--- src/rtl/adpll_pkg.sv ---
// Shared constants for the all-digital PLL blocks (ID counter, loop filter,
// phase detector) plus small constant helpers for counter sizing.
package adpll_pkg;

    // Default DCO nominal half-period in clk cycles.
    localparam int HALF_DEF         = 2;
    // Default fb_out period in id_out periods.
    localparam int N_DEF            = 8;
    // Default width of the signed pending-correction counter.
    localparam int PEND_W_DEF       = 3;
    // Default quiet fb_out periods before lock asserts.
    localparam int LOCK_PERIODS_DEF = 16;

    // Largest magnitude the pending-correction counter may hold.
    function automatic int pend_max_f(input int w);
        return (1 << (w - 1)) - 1;
    endfunction

    localparam int PEND_MAX = (1 << (PEND_W_DEF - 1)) - 1;

    // Bits needed to hold values 0..max_val (at least one bit).
    function automatic int cnt_width(input int max_val);
        int w;
        w = 1;
        while ((1 << w) <= max_val) begin
            w = w + 1;
        end
        return w;
    endfunction

endpackage

--- src/rtl/id_counter_if.sv ---
// ID counter connection bundle: loop-filter pulses in, DCO outputs back.
// master = loop-filter / test side, slave = id_counter.
interface id_counter_if;

    logic carry;
    logic borrow;
    logic id_out;
    logic fb_out;
    logic lock;

    modport master (
        output carry,
        output borrow,
        input  id_out,
        input  fb_out,
        input  lock
    );

    modport slave (
        input  carry,
        input  borrow,
        output id_out,
        output fb_out,
        output lock
    );

endinterface

--- src/rtl/id_fb_divider.sv ---
// Divide-by-N toggle divider: counts toggle strobes 0..N-1 and flips fb_out
// on the strobe that wraps the count. Output is a direct flop.
import adpll_pkg::*;

module id_fb_divider #(
    parameter int N = N_DEF
) (
    input  logic clk,
    input  logic reset,
    input  logic tog_i,
    output logic fb_out
);

    localparam int TC_W = cnt_width(N - 1);

    logic [TC_W-1:0] tog_cnt_q;
    logic [TC_W-1:0] tog_cnt_d;
    logic            fb_q;
    logic            fb_d;

    // Next-state: advance the toggle count, wrap and flip fb_out at N-1.
    always_comb begin
        tog_cnt_d = tog_cnt_q;
        fb_d      = fb_q;
        if (tog_i) begin
            if (tog_cnt_q == TC_W'(N - 1)) begin
                tog_cnt_d = '0;
                fb_d      = ~fb_q;
            end else begin
                tog_cnt_d = tog_cnt_q + TC_W'(1);
            end
        end
    end

    // Divider state registers.
    always_ff @(posedge clk or negedge reset) begin
        if (!reset) begin
            tog_cnt_q <= '0;
            fb_q      <= 1'b0;
        end else begin
            tog_cnt_q <= tog_cnt_d;
            fb_q      <= fb_d;
        end
    end

    assign fb_out = fb_q;

endmodule

--- src/rtl/id_counter.sv ---
// Increment/decrement counter of the all-digital PLL. Carry rising edges
// shorten, borrow falling edges stretch, one id_out half-period each by one
// clk; pending corrections are held in a saturating signed counter and
// applied one per half-period. fb_out is id_out divided by N.
// Optional build macro: ID_LOCK_DETECT_EN adds the loop-quiet lock detector;
// without it lock is constant 0.
import adpll_pkg::*;

module id_counter #(
    parameter int HALF         = HALF_DEF,
    parameter int N            = N_DEF,
    parameter int PEND_W       = PEND_W_DEF,
    parameter int LOCK_PERIODS = LOCK_PERIODS_DEF
) (
    input  logic         clk,
    input  logic         reset,
    id_counter_if.slave  bus
);

    localparam int HC_W  = cnt_width(HALF + 1);
    localparam int P_MAX = pend_max_f(PEND_W);

    // Reject parameter sets the half-period engine cannot honour.
    if (HALF < 2 || N < 1 || PEND_W < 2 || LOCK_PERIODS < 1) begin : g_param_check
        $error("id_counter: illegal parameter set");
    end

    logic                     carry_q;
    logic                     carry_d;
    logic                     borrow_q;
    logic                     borrow_d;
    logic signed [PEND_W-1:0] net_q;
    logic signed [PEND_W-1:0] net_d;
    logic [HC_W-1:0]          half_cnt_q;
    logic [HC_W-1:0]          half_cnt_d;
    logic                     id_out_q;
    logic                     id_out_d;
    logic                     inc;
    logic                     dec;
    logic                     tog;
    int                       net_i;
    logic                     fb_q;

    // Edge detect, correction bookkeeping and half-period reload.
    always_comb begin
        carry_d  = bus.carry;
        borrow_d = bus.borrow;
        inc      = bus.carry & ~carry_q;
        dec      = ~bus.borrow & borrow_q;
        tog      = (half_cnt_q == HC_W'(1));
        id_out_d = id_out_q ^ tog;

        half_cnt_d = half_cnt_q - HC_W'(1);
        net_i      = int'(net_q);

        // The reload consumes one pending correction, decided on the
        // registered net so a same-cycle event lands in the next half-period.
        if (tog) begin
            if (net_q > 0) begin
                half_cnt_d = HC_W'(HALF - 1);
                net_i      = net_i - 1;
            end else if (net_q < 0) begin
                half_cnt_d = HC_W'(HALF + 1);
                net_i      = net_i + 1;
            end else begin
                half_cnt_d = HC_W'(HALF);
            end
        end

        // Coincident inc and dec cancel; saturation drops excess events.
        if (inc && !dec) begin
            net_i = net_i + 1;
        end else if (dec && !inc) begin
            net_i = net_i - 1;
        end
        if (net_i > P_MAX) begin
            net_i = P_MAX;
        end else if (net_i < -P_MAX) begin
            net_i = -P_MAX;
        end
        net_d = net_i[PEND_W-1:0];
    end

    // Edge-detect history, pending corrections and DCO half-period engine.
    always_ff @(posedge clk or negedge reset) begin
        if (!reset) begin
            carry_q    <= 1'b0;
            borrow_q   <= 1'b1;
            net_q      <= '0;
            half_cnt_q <= HC_W'(HALF);
            id_out_q   <= 1'b0;
        end else begin
            carry_q    <= carry_d;
            borrow_q   <= borrow_d;
            net_q      <= net_d;
            half_cnt_q <= half_cnt_d;
            id_out_q   <= id_out_d;
        end
    end

    id_fb_divider #(
        .N (N)
    ) u_fb_div (
        .clk    (clk),
        .reset  (reset),
        .tog_i  (tog),
        .fb_out (fb_q)
    );

    assign bus.id_out = id_out_q;
    assign bus.fb_out = fb_q;

`ifdef ID_LOCK_DETECT_EN
    localparam int QC_W = cnt_width(LOCK_PERIODS);

    logic            fb_prev_q;
    logic            fb_prev_d;
    logic [QC_W-1:0] quiet_cnt_q;
    logic [QC_W-1:0] quiet_cnt_d;
    logic            lock_q;
    logic            lock_d;

    // Count quiet fb_out rising edges; any loop event restarts the count.
    always_comb begin
        fb_prev_d   = fb_q;
        quiet_cnt_d = quiet_cnt_q;
        if (inc || dec) begin
            quiet_cnt_d = '0;
        end else if (fb_q && !fb_prev_q && (quiet_cnt_q != QC_W'(LOCK_PERIODS))) begin
            quiet_cnt_d = quiet_cnt_q + QC_W'(1);
        end
        lock_d = (quiet_cnt_d == QC_W'(LOCK_PERIODS));
    end

    // Lock detector registers.
    always_ff @(posedge clk or negedge reset) begin
        if (!reset) begin
            fb_prev_q   <= 1'b0;
            quiet_cnt_q <= '0;
            lock_q      <= 1'b0;
        end else begin
            fb_prev_q   <= fb_prev_d;
            quiet_cnt_q <= quiet_cnt_d;
            lock_q      <= lock_d;
        end
    end

    assign bus.lock = lock_q;
`else
    assign bus.lock = 1'b0;
`endif

endmodule

--- src/flat_wrapper.sv ---
// flat-port wrapper written by rule: the top's interface ports become plain ports
module id_counter_flat 
#(
    parameter int HALF         = HALF_DEF,
    parameter int N            = N_DEF,
    parameter int PEND_W       = PEND_W_DEF,
    parameter int LOCK_PERIODS = LOCK_PERIODS_DEF
)
  (clk, reset, bus_carry, bus_borrow, bus_id_out, bus_fb_out, bus_lock);
  id_counter_if bus_i ();
  input  logic clk;
  input  logic reset;
  input wire logic [$bits(bus_i.carry)-1:0] bus_carry;
  input wire logic [$bits(bus_i.borrow)-1:0] bus_borrow;
  output wire logic [$bits(bus_i.id_out)-1:0] bus_id_out;
  output wire logic [$bits(bus_i.fb_out)-1:0] bus_fb_out;
  output wire logic [$bits(bus_i.lock)-1:0] bus_lock;
  assign bus_i.carry = bus_carry;
  assign bus_i.borrow = bus_borrow;
  assign bus_id_out = bus_i.id_out;
  assign bus_fb_out = bus_i.fb_out;
  assign bus_lock = bus_i.lock;
  id_counter #(.HALF(HALF), .N(N), .PEND_W(PEND_W), .LOCK_PERIODS(LOCK_PERIODS)) u_core (.clk(clk), .reset(reset), .bus(bus_i));
endmodule
--- config.mk ---
export PLATFORM = sky130hd
export DESIGN_NAME = id_counter_flat
export DESIGN_NICKNAME = d
export VERILOG_FILES = /design/src/rtl/adpll_pkg.sv /design/src/rtl/id_counter_if.sv /design/src/rtl/id_fb_divider.sv /design/src/rtl/id_counter.sv /design/src/flat_wrapper.sv
export SDC_FILE = /design/constraint.sdc
export NUM_CORES = 1
export LEC_CHECK = 0
export ABC_CLOCK_PERIOD_IN_PS = 8920
export BUFFER_PORTS_ARGS = -buffer_cell sky130_fd_sc_hd__buf_4
export CAP_MARGIN = 0
export CORE_MARGIN = 2
export CORE_UTILIZATION = 60
export CTS_CLUSTER_DIAMETER = 80
export CTS_CLUSTER_SIZE = 20
export DETAILED_ROUTE_END_ITERATION = 10
export PLACE_DENSITY_LB_ADDON = 0.25
export SETUP_SLACK_MARGIN = 0.4
export SKIP_CTS_REPAIR_TIMING = 1
export SLEW_MARGIN = 25
export SYNTH_ARGS = -nofsm -noshare
export SYNTH_HDL_FRONTEND = slang
export SYNTH_HIERARCHICAL = 1
export SYNTH_SLANG_ARGS = --single-unit
--- constraint.sdc ---
create_clock -name clk -period 8.92 [get_ports clk]
set_input_delay 0.892 -clock clk [delete_from_list [all_inputs] [get_ports clk]]
set_output_delay 0.892 -clock clk [all_outputs]
set_load 0.01 [all_outputs]
# Word-level counts from Yosys, hierarchy flattened

Cells that the tools add are included.

Register bits: 12
Input bits: 4

Add/subtract/negate cells: 6
Multiplexer cells: 11
Magnitude comparators: 4
Reduce and logical (&&, ||, !) cells: 5
Equal/unequal tests: 2
Bitwise operators: 6

Operator list:

| cell                                                                  | count |
|---|---|
| 32-bit two-way mux                                                    | 5 |
| 32-bit by 2-bit adder with 32-bit output, second input constant       | 1 |
| 32-bit by 3-bit > comparator with 1-bit output, second input constant | 1 |
| 32-bit by 3-bit < comparator with 1-bit output, second input constant | 1 |
| 32-bit by 2-bit subtractor with 32-bit output, second input constant  | 1 |
| 3-bit two-way mux                                                     | 3 |
| 3-bit by 2-bit adder with 4-bit output, second input constant         | 1 |
| 2-bit two-way mux                                                     | 2 |
| 3-bit by 2-bit subtractor with 4-bit output, second input constant    | 1 |
| 3-bit by 1-bit adder with 3-bit output, second input constant         | 1 |
| 3-bit == test, second input constant                                  | 1 |
| 3-bit by 1-bit > comparator with 1-bit output, second input constant  | 1 |
| 3-bit by 1-bit < comparator with 1-bit output, second input constant  | 1 |
| 1-bit inverter                                                        | 3 |
| 1-bit bitwise AND                                                     | 2 |
| 2-bit by 1-bit == test with 1-bit output, second input constant       | 1 |
| 1-bit logical AND                                                     | 2 |
| 1-bit zero test                                                       | 2 |
| 2-bit AND reduction                                                   | 1 |
| 2-bit by 1-bit subtractor with 2-bit output, second input constant    | 1 |
| 1-bit two-way mux                                                     | 1 |
| 1-bit XOR                                                             | 1 |

# Longest topological paths before layout

Gate-level depths: netlist (run 1).

Depth after elaboration: 10
Gate-level depth with buffers: 17
Depth with buffers taken out: 16

# Modules after synthesis

The synthesis (run 1) kept the hierarchy.

By module, submodules not included:

| module        | seq. area each (sq um) | area each (sq um) | times used | cells an instance |
|---|---|---|---|---|
| id_counter    | 202.7                  | 985.9             | 1          | 114 |
| id_fb_divider | 100.1                  | 176.4             | 1          | 12 |

# Worst setup path after synthesis (run 1)

OpenSTA, ideal clock, no wires.

Path type: register to register
From: reg u_core.net_q[0]
To: reg u_core.net_q[1]
Buffers on the path: 1
Required time: 8.801 ns
Arrival: 2.951 ns
Slack: 5.851 ns
Cell stages (with the launch flop): 18
Cell sequence: dfrtp_1 > inv_1 > ha_1 > inv_1 > ha_1 > buf_6 > and4b_1 > a221o_1 > inv_1 > ha_1 > nand2_1 > ha_1 > nor4bb_1 > nand4_1 > nand3_1 > nand4_1 > o21bai_1 > a21bo_1

RTL lines:

| element                  | RTL line         | source |
|---|---|---|
| start: declaration       | id_counter.sv:32 | `logic signed [PEND_W-1:0] net_q;` |
| start signal: assignment | id_counter.sv:95 | `net_q <= net_d;` |

==> qor.txt, run 1 <==
Number of buffers created by CTS - 3
Worst IR Drop VDD - 0.000222 V
Shortest period the worst path allows - 3.51 ns
Leading cell types in the layout, fill and taps excluded - sky130_fd_sc_hd__ha_1, sky130_fd_sc_hd__nand2_1, sky130_fd_sc_hd__dfrtp_1
Total count of hold-check failures in the final report - 0
Die H - 48.0 microns
Layout cell share with drive strength beyond 1 - 15.3%
Switching Share - 45.3%
Sequential power share - 20.7%
Inst Count DP - 153
Crit. path cell count - 15
RSZ-0062 raised after global routing - no
Maximum fanout count along the critical path - 10
Highest attainable clock frequency - 285 MHz
Power Internal - 0.000263 W
Kind of cell adding the most delay to the critical path - simple AND/OR/NAND/NOR gates
Worst Setup EP - u_core/net_q[0]$_DFF_PN0_
Count of nets after finishing - 154
Gate Count Post-Synth - 126
Number of antenna repair diodes - 0
Maximum buffer depth of the clock tree - 2
Worst EP required - 9.06 ns
Switching component of the power - 0.000218 W
First-pass GRT wire length - 3370 microns
Fillers - 150
Number of buffer and inverter instances along the worst setup path - 3
Cell-by-cell trace of the critical path - inv_1 -> ha_1 -> inv_1 -> ha_1 -> nor2b_1 -> a221o_1 -> inv_1 -> or3_1 -> nand2b_1 -> ha_1 -> nor4b_1 -> nand2_1 -> a21oi_1 -> and3_1 -> a21oi_1
Crit path largest cell delay - 0.45 ns
Sum of negative setup slack - 0 ns
Share of the clock period used by the worst path after layout - 39.4%
Crit path launch type - flop
Worst slew pin tran - 0.617 ns
Post-synth EDFFs - 0
Worst Reg2Reg Path Length in Cells - 15
Yosys top cell area share - 21.5%
Detailed-route vias per instance - 5.99
Initial cell density of the core - 65.2%
Worst Skew - 0.00150 ns
Area growth from synthesis to final layout - 5.27%
Antenna viol nets, final - 0
Logic gate share of total power - 72.8%
Predominant post-synthesis flop cell - sky130_fd_sc_hd__dfrtp_1
Global placer's final weighted congestion - 0.953
Type of the most critical hold path - primary input to asynchronous set/reset pin
Syn Nets - 147
Register-to-Register Setup Slack - 5.41 ns
HPWL reported at the end of detailed placement - 1660 microns
Worst rel slew slack - 58.9%
Area of the core - 1780 sq um
Count of cell types in the netlist - 47
Count of port buffers added during placement - 5
Syn avg cell area - 9.23 sq um
Number of synthesized register bits - 12
Static leakage power - 0.548 nW
Clock tree from TritonCTS - built
Total standard cell area after synthesis - 1160 sq um
GRT Resource Usage Total - 20.9%
Final number of max-transition violations - 0
Root cell of the clock tree - sky130_fd_sc_hd__clkbuf_4
Number of vias after detailed routing - 934
Row count - 15
Final instance count without filler cells - 156
Number of global-route vias before repair - 823
Finish-stage setup viols - 0
Initial antenna violation count - 0
YS warnings - 6
Width of the die - 48.0 microns
Maximum number of pins on one net before global-route repair - 18
Master of the slowest instance on the critical path - sky130_fd_sc_hd__dfrtp_1
Count of TritonRoute iterations in the first routing pass - 4
Terminus of the critical flop-to-flop path - u_core/net_q[0]$_DFF_PN0_
Most frequent standard cell in the layout excluding fill and tap cells - sky130_fd_sc_hd__ha_1
Library cell with the largest summed area after synthesis - sky130_fd_sc_hd__dfrtp_1
Post-detailed-routing wire length - 2070 microns
Sequential area share after synthesis - 26.0%
Insertion delay to the later sink of the worst-skew pair - 0.26 ns
Crit Path Class - flop to flop
Synth top area cells - sky130_fd_sc_hd__dfrtp_1, sky130_fd_sc_hd__ha_1, sky130_fd_sc_hd__dfstp_2, sky130_fd_sc_hd__mux2_2, sky130_fd_sc_hd__nand2_1
Startpoint of the most critical register-to-register path - u_core/net_q[0]$_DFF_PN0_
Clock group share of total power - 6.4%
Routed wirelength normalized by instance count - 13.2 microns
Die Area - 2310 sq um
Minimum hold slack - 0.454 ns
Worst-path clk slew - 0.07 ns
Io pins - 7
First element of the critical path - u_core/net_q[0]$_DFF_PN0_
Kind of end point of the critical path - flop
1st-iter DRT viols - 24
Cell Pwr Density - 393 nW/um^2
Least setup slack across all paths after layout - 5.41 ns
Max-cap check violation count - 0
Area occupied by multi-input gates - 796 sq um
Number of design rule violations left after detail routing - 0
Number of clock sinks seen by CTS - 12
Sequential cell area - 303 sq um
Async set-reset flop share out of synthesis - 100%
Outcome - finished clean
Placement-stage worst setup slack - 5.43 ns
Data arrival time at the worst-slack endpoint - 3.66 ns
Aggregate global routing overflow - 0
Maximum level of the CTS H-tree - 1
==> state kept, by name, summed over array words and instances (netlist names) <==
| signal | flops |
|---|---|
| u_core/carry_q | 1 |
| u_core/bus.id_out | 1 |
| u_core/u_fb_div/fb_out | 1 |
| u_core/half_cnt_q | 2 |
| u_core/net_q | 3 |
| u_core/u_fb_div/tog_cnt_q | 3 |
| u_core/borrow_q | 1 |
==> Yosys cell counts (2+ instances only) <==
cell,number
sky130_fd_sc_hd__xnor2_1,3
sky130_fd_sc_hd__nor2b_1,3
sky130_fd_sc_hd__ha_1,17
sky130_fd_sc_hd__nand2_1,12
sky130_fd_sc_hd__a21oi_1,3
sky130_fd_sc_hd__o21ai_0,4
sky130_fd_sc_hd__nand2b_1,5
sky130_fd_sc_hd__inv_1,8
sky130_fd_sc_hd__buf_6,2
sky130_fd_sc_hd__mux2_2,4
sky130_fd_sc_hd__xor2_1,2
sky130_fd_sc_hd__a2bb2oi_1,2
sky130_fd_sc_hd__dfrtp_1,10
sky130_fd_sc_hd__nor3b_1,2
sky130_fd_sc_hd__mux2i_1,2
sky130_fd_sc_hd__nand4_1,3
sky130_fd_sc_hd__dfstp_2,2
sky130_fd_sc_hd__and2_1,2
sky130_fd_sc_hd__nor2_1,8
sky130_fd_sc_hd__or3_1,3
sky130_fd_sc_hd__and3_1,3
==> power groups by stage <==
stage | Combinational [W] | Clock [W] | Sequential, W
after detailed placement | 0.000346 | 0 | 0.000101
after floorplan | 0.000287 | 0 | 0.0000986
after global routing | 0.000395 | 0.0000347 | 0.000102
final | 0.000350 | 0.0000308 | 0.0000997
after global placement | 0.000331 | 0 | 0.0000986
after CTS | 0.000348 | 0.0000325 | 0.0000996
==> layer usage <==
| metal | vias to the layer above | global-route usage [%] | share of wire, % |
|---|---|---|---|
| met5 | - | 0 | 0 |
| met4 | 0 | 7.57 | 1.2 |
| met3 | 3 | 3.77 | 3.9 |
| met2 | 31 | 30.9 | 47 |
| met1 | 430 | 30.4 | 48 |
| li1 | 470 | - | - |
==> cell families (layout without fill, tap and decap cells) <==
family	after synthesis	in the layout	synth area share (%)
xor gates and xnor gates	5	5	3.77
DFF	12	12	26.0
and+or+nand+nor	50	50	24.4
adders and majority gates	17	17	18.3
AOI/OAI and AO/OA	23	23	16.0
muxes	6	6	5.60
other	1	1	0.323
buffers and inverters	12	17	5.49
==> metrics by stage <==
stage	power (W)	util [%]	cell area, sq um
4_1_cts	0.000480	68.6	1220
6_report	0.000480	68.6	1220
3_3_place_gp	0.000430	67.4	1200
3_5_place_dp	0.000447	67.4	1200
5_1_grt	0.000532	68.6	1220
2_1_floorplan	0.000385	-	1160
==> worst min path at each step <==
stage / from / to / slack [ns] / cells after the start
detailed placement: u_core/bus.id_out$_DFF_PN0_ / u_core/bus.id_out$_DFF_PN0_ / 0.46 / 1
finish: reset / u_core/u_fb_div/tog_cnt_q[0]$_DFFE_PN0P_ / 0.45 / 1
CTS: reset / u_core/u_fb_div/tog_cnt_q[2]$_DFFE_PN0P_ / 0.45 / 1
global route: reset / u_core/u_fb_div/tog_cnt_q[2]$_DFFE_PN0P_ / 0.45 / 1
floorplan: u_core/half_cnt_q[0]$_DFF_PN0_ / u_core/half_cnt_q[0]$_DFF_PN0_ / 0.43 / 1
global placement: u_core/half_cnt_q[0]$_DFF_PN0_ / u_core/half_cnt_q[0]$_DFF_PN0_ / 0.44 / 1
==> cell type report <==
type / count / share of cell area (%)
clock buffers: 3 / 1.84
inverters: 9 / 2.76
multi-input cells: 102 / 65.0
flip-flops and latches: 12 / 24.7
well taps: 25 / 2.56
repair buffers: 5 / 3.07
==> worst register-to-register path: cells and delay by family (launching register included) <==
| kind | cells | cell delay [ns] |
|---|---|---|
| DFF | 1 | 0.45 |
| AOI/OAI and AO/OA | 3 | 0.55 |
| buffers and inverters | 3 | 0.25 |
| and+or+nand+nor | 6 | 1.31 |
| adders and majority gates | 3 | 0.85 |
(Power assumes the default switching activity.)
==> inputs of run 2 (changes only) <==
- ABC_AREA: default -> 1
- ABC_CLOCK_PERIOD_IN_PS: 8920 -> 3500
- clock period: 8.92 -> 3.5 ns (I/O delays scaled with it)
==> qor.txt, run 2 <==
Crit path largest cell delay - 0.42 ns (was 0.45 ns)
Total count of hold-check failures in the final report - 0 (unchanged)
Sequential area share after synthesis - 22.7% (was 26.0%)
Area of placed instances - 1380 sq um (was 1200 sq um)
Power, Total - 0.00132 W (was 0.000480 W)
Syn Nets - 232 (was 147)
Aggregate global routing overflow - 0 (unchanged)
Number of stages on the worst hold path - 1
Outcome - finished clean (unchanged)
Gr busiest metal - met2 (unchanged)
Initial antenna violation count - 0 (unchanged)
Maximum number of pins on one net before global-route repair - 19 (was 18)
Terminus of the critical flop-to-flop path - u_core/net_q[0]$_DFF_PN0_ (unchanged)
Worst Skew - 0.00777 ns (was 0.00150 ns)
Count of TritonRoute iterations in the first routing pass - 4 (unchanged)
Insertion delay to the later sink of the worst-skew pair - 0.27 ns (was 0.26 ns)
Width of the die - 51.2 microns (was 48.0 microns)
Finish-stage setup viols - 0 (unchanged)
Register-to-Register Setup Slack - 0.71 ns (was 5.41 ns)
Type of the most critical hold path - primary input to flop (was primary input to asynchronous set/reset pin)
Die H - 51.2 microns (was 48.0 microns)
YS warnings - 6 (unchanged)
Kind of end point of the critical path - flop (unchanged)
Root cell of the clock tree - sky130_fd_sc_hd__clkbuf_4 (unchanged)
Routed wirelength normalized by instance count - 10.8 microns (was 13.2 microns)
Final number of max-transition violations - 0 (unchanged)
Predominant post-synthesis flop cell - sky130_fd_sc_hd__dfrtp_1 (unchanged)
Post-synth EDFFs - 0 (unchanged)
Highest attainable clock frequency - 358 MHz (was 285 MHz)
Synth top area cells - sky130_fd_sc_hd__nand2_1, sky130_fd_sc_hd__dfrtp_1, sky130_fd_sc_hd__ha_1, sky130_fd_sc_hd__inv_1, sky130_fd_sc_hd__nand3_1 (was sky130_fd_sc_hd__dfrtp_1, sky130_fd_sc_hd__ha_1, sky130_fd_sc_hd__dfstp_2, sky130_fd_sc_hd__mux2_2, sky130_fd_sc_hd__nand2_1)
Worst EP required - 3.66 ns (was 9.06 ns)
Startpoint of the most critical register-to-register path - u_core/net_q[0]$_DFF_PN0_ (unchanged)
Detailed-route vias per instance - 4.87 (was 5.99)
Library cell with the largest summed area after synthesis - sky130_fd_sc_hd__nand2_1 (was sky130_fd_sc_hd__dfrtp_1)
Number of synthesized register bits - 12 (unchanged)
Worst IR Drop VDD - 0.000533 V (was 0.000222 V)
1st-iter DRT viols - 16 (was 24)
Worst-path clk slew - 0.07 ns (about the same)
Cell-by-cell trace of the critical path - inv_1 -> ha_2 -> inv_2 -> ha_4 -> inv_1 -> nand3_1 -> nand3_2 -> inv_1 -> nor2_1 -> nand3_1 -> ha_1 -> nand3_1 -> nand2_1 -> inv_1 -> a21oi_1 -> nand2_1 -> nor2_1 -> nand3_1 -> nand2_1 -> nand3_1 (was inv_1 -> ha_1 -> inv_1 -> ha_1 -> nor2b_1 -> a221o_1 -> inv_1 -> or3_1 -> nand2b_1 -> ha_1 -> nor4b_1 -> nand2_1 -> a21oi_1 -> and3_1 -> a21oi_1)
Count of cell types in the netlist - 26 (was 47)
Crit path launch type - flop (unchanged)
Number of clock sinks seen by CTS - 12 (unchanged)
Static leakage power - 0.853 nW (was 0.548 nW)
Largest regs - u_core/net_q (3), u_core/u_fb_div/tog_cnt_q (3), u_core/half_cnt_q (2) (unchanged)
Total standard cell area after synthesis - 1340 sq um (was 1160 sq um)
Number of buffers created by CTS - 3 (unchanged)
Leading post-synthesis cells by instance count - sky130_fd_sc_hd__nand2_1, sky130_fd_sc_hd__inv_1, sky130_fd_sc_hd__nand3_1 (was sky130_fd_sc_hd__ha_1, sky130_fd_sc_hd__nand2_1, sky130_fd_sc_hd__dfrtp_1)
Row count - 17 (was 15)
Maximum level of the CTS H-tree - 1 (unchanged)
Layout cell share with drive strength beyond 1 - 15.7% (was 15.3%)
Master of the slowest instance on the critical path - sky130_fd_sc_hd__dfrtp_1 (unchanged)
HPWL reported at the end of detailed placement - 2140 microns (was 1660 microns)
Data arrival time at the worst-slack endpoint - 2.95 ns (was 3.66 ns)
Initial cell density of the core - 62.1% (was 65.2%)
Yosys top cell area share - 20.5% (was 21.5%)
Maximum buffer depth of the clock tree - 2 (unchanged)
Gate Count Post-Synth - 211 (was 126)
Maximum fanout count along the critical path - 6 (was 10)
Async set-reset flop share out of synthesis - 100% (unchanged)
Count of port buffers added during placement - 5 (unchanged)
Summed area of non-filler cells in the final layout - 1440 sq um (was 1220 sq um)
Leading cell types in the layout, fill and taps excluded - sky130_fd_sc_hd__nand2_1, sky130_fd_sc_hd__inv_1, sky130_fd_sc_hd__nand3_1 (was sky130_fd_sc_hd__ha_1, sky130_fd_sc_hd__nand2_1, sky130_fd_sc_hd__dfrtp_1)
Share of the clock period used by the worst path after layout - 79.8% (was 39.4%)
Cell Pwr Density - 915 nW/um^2 (was 393 nW/um^2)
Global placer's final weighted congestion - 0.876 (was 0.953)
Fraction of met3 tracks used by global routing - 2.63% (was 3.77%)
Syn avg cell area - 6.33 sq um (was 9.23 sq um)
Antenna viol nets, final - 0 (unchanged)
Number of design rule violations left after detail routing - 0 (unchanged)
Crit Path Class - flop to flop (unchanged)
Die Area - 2620 sq um (was 2310 sq um)
Area of the core - 2150 sq um (was 1780 sq um)
Post-detailed-routing wire length - 2650 microns (was 2070 microns)
Hold path endpoint - u_core/borrow_q$_DFF_PN1_
Shortest period the worst path allows - 2.79 ns (was 3.51 ns)
Critical path's most frequent cell - sky130_fd_sc_hd__nand3_1
Number of global-route vias before repair - 1111 (was 823)
Area growth from synthesis to final layout - 8.15% (was 5.27%)
Most frequent standard cell in the layout excluding fill and tap cells - sky130_fd_sc_hd__nand2_1 (was sky130_fd_sc_hd__ha_1)
Number of antenna repair diodes - 0 (unchanged)
Worst Reg2Reg Path Length in Cells - 20 (was 15)
Sum of negative setup slack - 0 ns (unchanged)
Io pins - 7 (unchanged)
Met1 track demand over resource in global routing - 27.2% (was 30.4%)
Max-cap check violation count - 0 (unchanged)
GR Layer Usage met2 - 42.2% (was 30.9%)
Hold wc startpoint - bus_borrow
Most instantiated library cell after synthesis - sky130_fd_sc_hd__nand2_1 (was sky130_fd_sc_hd__ha_1)
Clock tree from TritonCTS - built (unchanged)
First-pass GRT wire length - 4570 microns (was 3370 microns)
RSZ-0062 raised after global routing - no (unchanged)
GRT Resource Usage Total - 23.3% (was 20.9%)
Count of nets after finishing - 240 (was 154)
Number of vias after detailed routing - 1194 (was 934)
==> run 2: changes by cell type in the layout (fill, tap and decap cells not counted), sizes merged, moves of 4 or more <==
cell	before	now
nand3	1	22
nor2	8	19
nand2	12	79
inv	9	41
mux2	4	0
nand2b	5	0
==> run 2: power breakdown <==
group          internal (W)  switching, W  total (W)
Sequential         0.000204     0.0000445   0.000248
Combinational      0.000368      0.000622   0.000990
Clock             0.0000398     0.0000425  0.0000823
==> run 2: stage by stage <==
step / util, % / setup WS [ns] / hold slack [ns] / std cells
after floorplan: - / 0.893 / 0.0544 / 211
after global placement: 64.3 / 0.676 / 0.194 / 241
after detailed placement: 64.3 / 0.562 / 0.196 / 241
after CTS: 65.3 / 0.529 / -0.0933 / 244
after global routing: 67.2 / 0.366 / 0.185 / 245
final: 67.2 / 0.707 / 0.214 / 245
==> run 2: how the worst max path moves through the flow <==
stage / startpoint / to / slack, ns
4_1_cts: u_core/net_q[0]$_DFF_PN0_ / u_core/net_q[0]$_DFF_PN0_ / 0.53
3_5_place_dp: u_core/net_q[0]$_DFF_PN0_ / u_core/net_q[0]$_DFF_PN0_ / 0.56
5_1_grt: u_core/net_q[1]$_DFF_PN0_ / u_core/net_q[0]$_DFF_PN0_ / 0.37
3_3_place_gp: u_core/net_q[0]$_DFF_PN0_ / u_core/net_q[0]$_DFF_PN0_ / 0.68
6_report: u_core/net_q[0]$_DFF_PN0_ / u_core/net_q[0]$_DFF_PN0_ / 0.71
2_1_floorplan: u_core/net_q[0]$_DFF_PN0_ / u_core/net_q[0]$_DFF_PN0_ / 0.89
==> run 2: kinds of logic after synthesis <==
family / after synthesis / synth area share (%)
simple gates: 124 / 41.8
fa+ha+maj: 17 / 15.9
flops: 12 / 22.7
buf+inv: 45 / 13.8
compound gates: 10 / 4.12
other cells: 1 / 0.281
mux: 1 / 0.750
xor+xnor: 1 / 0.656
==> run 2: final cells by class <==
type	count	area (sq um)
well taps	28	35.0
flip-flops and latches	12	303
repair buffers	6	47.5
multi-input cells	154	878
fillers	183	704
clock buffers	3	22.5
inverters	42	158
==> run 2: layer usage <==
metal  wire length (microns)  vias to the layer above  share of wire, %
li1                        -                      657                 -
met5                       0                        -                 0
met1                    1230                      515                47
met2                    1320                       15                50
met4                      56                        0               2.1
met3                      42                        7               1.6
==> run 2: critical path: cells and delay by family (launching register included) <==
| kind | cells | cell delay (ns) |
|---|---|---|
| simple gates | 11 | 1.06 |
| buf+inv | 5 | 0.36 |
| fa+ha+maj | 3 | 0.66 |
| flops | 1 | 0.42 |
| compound gates | 1 | 0.17 |
==> inputs of run 3 (changes only) <==
- ABC_CLOCK_PERIOD_IN_PS: 3500 -> 2460
- CORE_UTILIZATION: 60 -> 55
- clock period: 3.5 -> 2.46 ns (I/O delays scaled with it)
==> qor.txt, run 3 (same netlist as run 2, synthesis figures left out) <==
Finish-stage setup viols - 2 (was 0)
Cell Pwr Density - 1500 nW/um^2 (was 915 nW/um^2)
GRT Resource Usage Total - 26.2% (was 23.3%)
HPWL reported at the end of detailed placement - 2450 microns (was 2140 microns)
Insertion delay to the later sink of the worst-skew pair - 0.27 ns (about the same)
Root cell of the clock tree - sky130_fd_sc_hd__clkbuf_4 (unchanged)
Worst IR Drop VDD - 0.000971 V (was 0.000533 V)
Io pins - 7 (unchanged)
Shortest period the worst path allows - 2.64 ns (was 2.79 ns)
Max-cap check violation count - 0 (unchanged)
Global placer's final weighted congestion - 0.895 (was 0.876)
Worst Reg2Reg Path Length in Cells - 17 (was 20)
Share of the clock period used by the worst path after layout - 107% (was 79.8%)
Inst Count DP - 258 (was 241)
Worst EP required - 2.62 ns (was 3.66 ns)
Outcome - finished, violations left (was finished clean)
Summed area of non-filler cells in the final layout - 1770 sq um (was 1440 sq um)
Number of antenna repair diodes - 0 (unchanged)
Maximum number of pins on one net before global-route repair - 19 (unchanged)
Register-to-Register Setup Slack - -0.18 ns (was 0.71 ns)
Detailed-route vias per instance - 5.26 (was 4.87)
Minimum hold slack - 0.110 ns (was 0.214 ns)
Data arrival time at the worst-slack endpoint - 2.79 ns (was 2.95 ns)
Fraction of the core area covered by cells at the end of the flow - 78.6% (was 67.2%)
Antenna viol nets, final - 0 (unchanged)
Number of stages on the worst hold path - 1 (unchanged)
Startpoint of the most critical register-to-register path - u_core/net_q[0]$_DFF_PN0_ (unchanged)
Final number of max-transition violations - 0 (unchanged)
Number of buffers created by CTS - 3 (unchanged)
Hold path endpoint - u_core/borrow_q$_DFF_PN1_ (unchanged)
Crit Path Class - flop to flop (unchanged)
1st-iter DRT viols - 30 (was 16)
Area of placed instances - 1550 sq um (was 1380 sq um)
Count of port buffers added during placement - 5 (unchanged)
Number of global-route vias before repair - 1365 (was 1111)
Static leakage power - 0.980 nW (was 0.853 nW)
Final instance count without filler cells - 270 (was 245)
Violations in the final reports - negative setup slack
Hold wc startpoint - bus_borrow (unchanged)
Die H - 53.3 microns (was 51.2 microns)
Largest regs - u_core/net_q (3), u_core/u_fb_div/tog_cnt_q (3), u_core/half_cnt_q (2) (unchanged)
Routed wirelength normalized by instance count - 12.6 microns (was 10.8 microns)
Least setup slack across all paths after layout - -0.176 ns (was 0.707 ns)
Number of design rule violations left after detail routing - 0 (unchanged)
Initial antenna violation count - 0 (unchanged)
Post-detailed-routing wire length - 3410 microns (was 2650 microns)
Worst-path clk slew - 0.08 ns (was 0.07 ns)
Type of the most critical hold path - primary input to flop (unchanged)
Aggregate global routing overflow - 0 (unchanged)
Total count of hold-check failures in the final report - 0 (unchanged)
Initial cell density of the core - 59.2% (was 62.1%)
Number of clock sinks seen by CTS - 12 (unchanged)
Worst Skew - 0.00500 ns (was 0.00777 ns)
Leading cell types in the layout, fill and taps excluded - sky130_fd_sc_hd__nand2_1, sky130_fd_sc_hd__buf_4, sky130_fd_sc_hd__inv_1 (was sky130_fd_sc_hd__nand2_1, sky130_fd_sc_hd__inv_1, sky130_fd_sc_hd__nand3_1)
Maximum buffer depth of the clock tree - 2 (unchanged)
Area of the core - 2250 sq um (was 2150 sq um)
Terminus of the critical flop-to-flop path - u_core/net_q[0]$_DFF_PN0_ (unchanged)
Width of the die - 53.3 microns (was 51.2 microns)
RSZ-0062 raised after global routing - yes (was no)
Maximum level of the CTS H-tree - 1 (unchanged)
Count of TritonRoute iterations in the first routing pass - 4 (unchanged)
First-pass GRT wire length - 5460 microns (was 4570 microns)
Sum of negative setup slack - -0.345 ns (was 0 ns)
Crit path launch type - flop (unchanged)
Kind of end point of the critical path - flop (unchanged)
Row count - 17 (unchanged)
Highest attainable clock frequency - 379 MHz (was 358 MHz)
Count of nets after finishing - 264 (was 240)
Maximum fanout count along the critical path - 6 (unchanged)
Die Area - 2840 sq um (was 2620 sq um)
Clock tree from TritonCTS - built (unchanged)
Layout cell share with drive strength beyond 1 - 36.4% (was 15.7%)
Number of vias after detailed routing - 1419 (was 1194)
Area growth from synthesis to final layout - 32.7% (was 8.15%)
Most frequent standard cell in the layout excluding fill and tap cells - sky130_fd_sc_hd__nand2_1 (unchanged)
run 3: changes by cell type in the layout (fill, tap and decap cells not counted), moves of 3 or more:
cell,change
sky130_fd_sc_hd__nand2_2,+3
sky130_fd_sc_hd__nand3_2,+4
sky130_fd_sc_hd__buf_4,+23
sky130_fd_sc_hd__inv_1,-9
sky130_fd_sc_hd__nor2_1,-5
sky130_fd_sc_hd__nand2_1,-6
sky130_fd_sc_hd__nand3_1,-4
sky130_fd_sc_hd__inv_2,+8
sky130_fd_sc_hd__ha_4,+3
sky130_fd_sc_hd__nor2_2,+3
sky130_fd_sc_hd__nand2_4,+3
run 3: worst max path at each step:
stage	startpoint	slack, ns	depth (start not counted)	endpoint
5_1_grt	u_core/net_q[0]$_DFF_PN0_	-0.40	24	u_core/net_q[1]$_DFF_PN0_
3_3_place_gp	u_core/net_q[0]$_DFF_PN0_	-0.1	23	u_core/net_q[0]$_DFF_PN0_
4_1_cts	u_core/net_q[0]$_DFF_PN0_	-0.25	21	u_core/net_q[0]$_DFF_PN0_
6_report	u_core/net_q[0]$_DFF_PN0_	-0.18	17	u_core/net_q[0]$_DFF_PN0_
3_5_place_dp	u_core/net_q[0]$_DFF_PN0_	-0.21	21	u_core/net_q[0]$_DFF_PN0_
2_1_floorplan	u_core/net_q[0]$_DFF_PN0_	0.03	22	u_core/net_q[1]$_DFF_PN0_
run 3: layout make-up:
| type | instances | area [sq um] |
|---|---|---|
| inverter | 42 | 160 |
| clock buffer | 4 | 36.3 |
| timing repair buffer | 30 | 231 |
| multi-input combinational | 154 | 1010 |
| tap | 28 | 35.0 |
| sequential | 12 | 303 |
| fill | 168 | 483 |
run 3: through the flow:
step                      setup slack [ns]  total power [W]
after global placement             -0.0997          0.00197
final                               -0.176          0.00266
after floorplan                     0.0297          0.00149
after global routing                -0.396          0.00293
after CTS                           -0.252          0.00225
after detailed placement            -0.207          0.00207
run 3: worst max-delay path: stages, from the launching register on:
cell and delay, ns:
sky130_fd_sc_hd__dfrtp_1 0.40, sky130_fd_sc_hd__inv_2 0.08, sky130_fd_sc_hd__ha_4 0.13, sky130_fd_sc_hd__inv_2 0.04, sky130_fd_sc_hd__ha_4 0.18, sky130_fd_sc_hd__o21ai_4 0.15, sky130_fd_sc_hd__nand2_1 0.13, sky130_fd_sc_hd__nand2_4 0.13
sky130_fd_sc_hd__ha_1 0.19, sky130_fd_sc_hd__nand3_1 0.09, sky130_fd_sc_hd__ha_1 0.28, sky130_fd_sc_hd__or2_1 0.25, sky130_fd_sc_hd__nand2_1 0.08, sky130_fd_sc_hd__nand2_1 0.06, sky130_fd_sc_hd__nor2_2 0.10, sky130_fd_sc_hd__nand3_2 0.08
sky130_fd_sc_hd__nand2_1 0.08, sky130_fd_sc_hd__nand3_1 0.07
run 3: layer usage:
layer  track usage [%]  vias up  wire (microns)
met5                 0        -               0
met4              8.12        0              64
met3              2.54       10             122
met2              50.4       45            1800
met1              29.5      661            1430
li1                  -      703               -
run 3: power by group:
group          switching [W]  total (W)  internal, W
registers          0.0000555   0.000345     0.000290
logic                0.00121    0.00216     0.000951
clock network      0.0000669   0.000157    0.0000897
